File: config.mk
export PLATFORM = sky130hd
export DESIGN_NAME = fsm6_state_core
export DESIGN_NICKNAME = d
export VERILOG_FILES = /design/src/rtl/fsm6_state_core.sv
export SDC_FILE = /design/constraint.sdc
export NUM_CORES = 1
export LEC_CHECK = 0
export CAP_MARGIN = 20
export CELL_PAD_IN_SITES_DETAIL_PLACEMENT = 0
export CELL_PAD_IN_SITES_GLOBAL_PLACEMENT = 1
export CORE_MARGIN = 3
export CORE_UTILIZATION = 34
export CTS_BUF_LIST = sky130_fd_sc_hd__clkbuf_16
export DETAILED_ROUTE_END_ITERATION = 8
export PLACE_DENSITY_LB_ADDON = 0.12
export SLEW_MARGIN = 20
export SYNTH_ARGS = -nofsm -noshare
export SYNTH_HDL_FRONTEND = slang
export SYNTH_SLANG_ARGS = --single-unit
export TNS_END_PERCENT = 30
File: constraint.sdc
create_clock -name clk -period 2.2 [get_ports clk]
set_clock_uncertainty 0.05 [all_clocks]
set_input_delay 0.44 -clock clk [delete_from_list [all_inputs] [get_ports clk]]
set_output_delay 0.44 -clock clk [all_outputs]
set_load 0.05 [all_outputs]
File: src/rtl/fsm6_state_core.sv
// Register stage for the six-state A-F machine: holds y, applies the next-state
// rules on accepted w, recovers from illegal codes and counts entries into {E,F}.
//
// state | meaning
// ------+-----------------------------------------------
// A 000 | idle / restart
// B 001 | one 0 seen from A
// C 010 | two 0s seen
// D 011 | 1 seen after B/C/E/F
// E 100 | z=1, reached from C on 0, held on 0
// F 101 | z=1, reached from D on 0
// 110/111 | illegal, only reachable via load; recover to A
module fsm6_state_core #(
    parameter int CNT_W = 8
) (
    input  logic             clk,
    input  logic             areset,
    input  logic             w_valid,
    input  logic             w,
    input  logic             load,
    input  logic [2:0]       load_state,
    output logic [2:0]       y,
    output logic             z,
    output logic             illegal,
    output logic [CNT_W-1:0] z_rises
);

    localparam logic [2:0] S_A = 3'b000;
    localparam logic [2:0] S_B = 3'b001;
    localparam logic [2:0] S_C = 3'b010;
    localparam logic [2:0] S_D = 3'b011;
    localparam logic [2:0] S_E = 3'b100;
    localparam logic [2:0] S_F = 3'b101;

    localparam logic [CNT_W-1:0] CNT_MAX = {CNT_W{1'b1}};

    logic [2:0]       r_y;
    logic             r_illegal;
    logic [CNT_W-1:0] r_z_rises;

    logic [2:0]       w_fsm_next;
    logic [2:0]       w_y_next;
    logic             w_illegal_next;
    logic             w_y_bad;
    logic             w_rise;

    function automatic logic is_ef(input logic [2:0] s);
        return (s == S_E) || (s == S_F);
    endfunction

    always_ff @(posedge clk or posedge areset) begin
        if (areset) begin
            r_y       <= S_A;
            r_illegal <= 1'b0;
            r_z_rises <= '0;
        end else begin
            r_y       <= w_y_next;
            r_illegal <= w_illegal_next;
            if (w_rise && (r_z_rises != CNT_MAX)) begin
                r_z_rises <= r_z_rises + 1'b1;
            end
        end
    end

    always_comb begin
        w_fsm_next = S_A;
        case (r_y)
            S_A:     w_fsm_next = w ? S_A : S_B;
            S_B:     w_fsm_next = w ? S_D : S_C;
            S_C:     w_fsm_next = w ? S_D : S_E;
            S_D:     w_fsm_next = w ? S_A : S_F;
            S_E:     w_fsm_next = w ? S_D : S_E;
            S_F:     w_fsm_next = w ? S_D : S_C;
            default: w_fsm_next = S_A;
        endcase

        w_y_bad        = (r_y == 3'b110) || (r_y == 3'b111);
        w_y_next       = r_y;
        w_illegal_next = 1'b0;
        w_rise         = 1'b0;

        // load beats recovery, recovery beats a valid w
        if (load) begin
            w_y_next = load_state;
        end else if (w_y_bad) begin
            w_y_next       = S_A;
            w_illegal_next = 1'b1;
        end else if (w_valid) begin
            w_y_next = w_fsm_next;
            w_rise   = !is_ef(r_y) && is_ef(w_fsm_next);
        end
    end

    always_comb begin
        y       = r_y;
        z       = is_ef(r_y);
        illegal = r_illegal;
        z_rises = r_z_rises;
    end

endmodule
Word level (Yosys, flattened, before mapping)
Index checks and enable logic that the tools add are counted.
{"block": "word_totals", "regBits": 12, "latch_bits": 0, "mem_bits_rw": 0, "romBits": 0, "input_bits": 8, "elab_cells": 37, "n_memories": 0}
{"block": "op_classes", "add_sub_neg": 1, "n_mul": 0, "n_div": 0, "n_lt_le_gt_ge": 0, "n_eq_ne": 10, "shifts": 0, "mux": 13, "bitwise_logic": 0, "reduce_logical": 10}
{"cell": "equality test 3 bit, second input constant", "n": 6}
{"cell": "two-way mux 3 bit", "n": 5}
{"cell": "one-hot mux 3 bit (4 select lines)", "n": 1}
{"cell": "adder 8 x 1 -> 8 bit, second input constant", "n": 1}
{"cell": "inequality test 8 bit, second input constant", "n": 1}
{"cell": "two-way mux 1 bit", "n": 7}
{"cell": "equality test 3 x 2 -> 1 bit, second input constant", "n": 2}
{"cell": "OR reduction 2 bit", "n": 2}
{"cell": "equality test 3 x 1 -> 1 bit, second input constant", "n": 1}
{"cell": "zero test 3 bit", "n": 1}
{"cell": "logical OR 1 bit", "n": 3}
{"cell": "nonzero test 3 bit", "n": 1}
{"cell": "logical AND 1 bit", "n": 2}
{"cell": "zero test 1 bit", "n": 1}

Logic depth before layout (Yosys ltp)
{"block": "logic_depth", "depth_word": 10, "depth_mapped": 5, "ltp_nobuf": 4}

Worst setup path before layout
Ideal clock, no wire load.
{"block": "synth_path", "path_kind": "register to output", "start": "register r_y[1] (netlist: y[1])", "end": "output port z", "t_arrival_ns": 1.518, "required_time_ns": 1.710, "path_slack_ns": 0.192, "path_stages_with_launch": 3, "n_path_buf": 1, "cell_sequence": "dfrtp_1 > buf_2 > nor2b_1"}
{"block": "synth_via", "elab_chain_len": 2, "elab_cells_between_ends": 3, "cone_classes": "2 x eq/ne; 1 x reduce/logical"}
{"item": "start: declaration", "line_no": "37", "text": "logic [2:0] r_y;"}
{"item": "start signal: assignment", "line_no": "57", "text": "r_y <= w_y_next;"}
{"item": "equality test 3 bit", "line_no": "48", "text": "return (s == S_E) || (s == S_F);"}
{"item": "logical OR 1 bit (*)", "line_no": "48"}
{"item": "end: declaration", "line_no": "23", "text": "output logic z,"}
Mark *: on every way between the ends. The rest lies on a longest branch, timed or not.

Worst setup path in the final report
{"block": "layout_path", "start": "register r_y[1] (netlist: y[1])", "end": "output port y[1]"}
{"item": "end: declaration", "line_no": "22", "text": "output logic [2:0] y,"}
No word-level cell between the ends.

==> results.tsv <==
metric	value	unit
outcome	finished clean	
totalWireLength	1580	µm
vias_per_cell	4.98	
synth_nets	81	
wire_per_inst	12.9	µm
grt_use_met1	18.5	%
die-area	0.00270	mm²
clk_pin_slew	0.04	ns
vias	613	
clock_latency	0.24	ns
worstSetupEndpointType	primary output	
drc	0	
final_cell_mix	clkdlybuf4s50_1, dfrtp_1, nand2_1	
finalSetupTns	0	ns
ys_seq_elements	12	
antennaDiodeCount	0	
crit_arrival	1.62	ns
overflow	0	
core	0.00198	mm²
grtUsageTotal	14.0	%
startpoint_type	flip-flop	
worst_slew_pin_slew	0.499	ns
crit_path_top_delay_cell	clkdlybuf4s50_1	
slew_violations	0	
powerDensity	896	mW/mm²
cts_sinks	12	
drtAntennaViolNets	0	
post_cts_buffers	0	
hpwl	1130	µm
layout.cells.most_common	clkdlybuf4s50_1	
grt_max_degree	13	
drive_above_1_share	11.5	%
die_w	52.0	µm
leakagePower	0.000415	µW
hold_viol_final	0	
ys_warn_count	0	
critical_path.max_stage_delay	0.87	ns
initial_utilization	36.2	%
power	930	µW
busiest_layer	met2	
portBuffers	20	
io_pins	21	
fmax	473	MHz
grt_pass1_wl	2680	µm
utilization	52.4	%
path_cells	clkdlybuf4s50_1	
ys_seq_area_share	41.8	%
setup_violations	0	
areaGrowthSynthToFinish	44.6	%
htree_levels	1	
rows	16	
synthCells	72	
grt_pass1_vias	560	
clk_root_buffer_cell	clkbuf_16	
yosysTopAreaCellShare	41.8	%
fin_ws	0.0870	ns
antenna_found_initial	0	
cp_data_required_time	1.71	ns
post-route-period-util	96.0	%
gr-usage-met3	4.30	%
drt_iter0_markers	14	
numCtsBuffers	3	
synthesis.area	718	µm²
maxCapViolCount	0	
critical_path.max_fanout	10	
ys_types	37	
crit_family	buffers and inverters	
nets	107	
cts_resized	0	
place_ws	0.160	ns
cts_tree	yes	
synth_flop_cell	dfrtp_1	
ir_drop	509	µV
synthArstFlopShare	100	%
holdBufCountCts	0	
post-route-min-period	2.11	ns
grt_use_met2	19.2	%
synth.avg_cell_area	9.97	µm²
synth.area.top_cells	dfrtp_1, mux2_1, nand2b_1	
synth_top_area_cell	dfrtp_1	
die_h	52.0	µm
routabilityCongestion	0.750	
hold_path_class	in2async	
timing.slew.headroom	66.7	%
critical_path_class	reg2out	
fillers	184	
drt_pass1_iterations	4	
path_buf_inv	1	
clock_path_buffers	2	
rsz0062_at_grt	no	
synth-edff-count	0	
## synthesized netlist by cell type (2+ instances only)
library cell	number
mux2i_1	2
a21oi_1	2
inv_1	3
dfrtp_1	12
nand3_1	3
nor3b_1	2
nand2_1	6
mux2_1	3
o21ai_0	2
nor3_1	2
nor2_1	5
nand2b_1	4
a31oi_1	2
## per-stage QoR
stage          hold slack [ns]  cell area [µm²]  cells
6_report                 0.476             1040    123
5_1_grt                  0.522             1040    123
4_1_cts                  0.494             1040    123
3_5_place_dp             0.485              963    120
3_3_place_gp             0.479              963    120
2_1_floorplan            0.255              718     72
## report_power, final
part | total, µW | switching, µW | leakage, µW | internal (µW)
sequential | 301 | 46.0 | 0.000147 | 255
clock | 327 | 90.6 | 0.0000370 | 236
combinational | 303 | 186 | 0.000231 | 117
total | 930 | 323 | 0.000415 | 608
## kinds of logic after synthesis
group,after synthesis,share of synthesized area (%)
muxes,5,7.49
DFF,12,41.8
buffers and inverters,6,3.83
and+or+nand+nor,30,26.5
AOI/OAI and AO/OA,16,16.2
xor gates and xnor gates,2,2.44
adders and majority gates,1,1.74
## registers in the layout, indices dropped and copies added, names as in the netlist
| name | cells |
|---|---|
| z_rises | 8 |
| y | 3 |
| illegal | 1 |
## worst paths after layout
path | from | to | slack [ns] | cells past startpoint
min reg2reg | z_rises[0] | z_rises[0] | 0.49 | 1
max | y[1] | y[1] | 0.09 | 1
min in group clk | z_rises[0] | z_rises[0] | 0.49 | 1
max in group asynchronous | areset | z_rises[2] | 1.30 | 2
max reg2reg | z_rises[0] | z_rises[1] | 0.48 | 4
min | areset | y[1] | 0.48 | 2
## layer usage
metal	up-vias	part of all wire (%)
li1	317	-
met1	273	50
met2	18	42
met3	5	5.5
met4	0	2.6
met5	-	0
## cell type report
cell class	instances	area (µm²)	area share (%)
clock buffer	3	75.1	7.23
tap	27	33.8	3.25
multi-input combinational	54	390	37.6
sequential	12	300	28.9
inverter	3	11.3	1.08
timing repair buffer	24	228	21.9
Note: power is estimated with default switching activity, not from simulation.
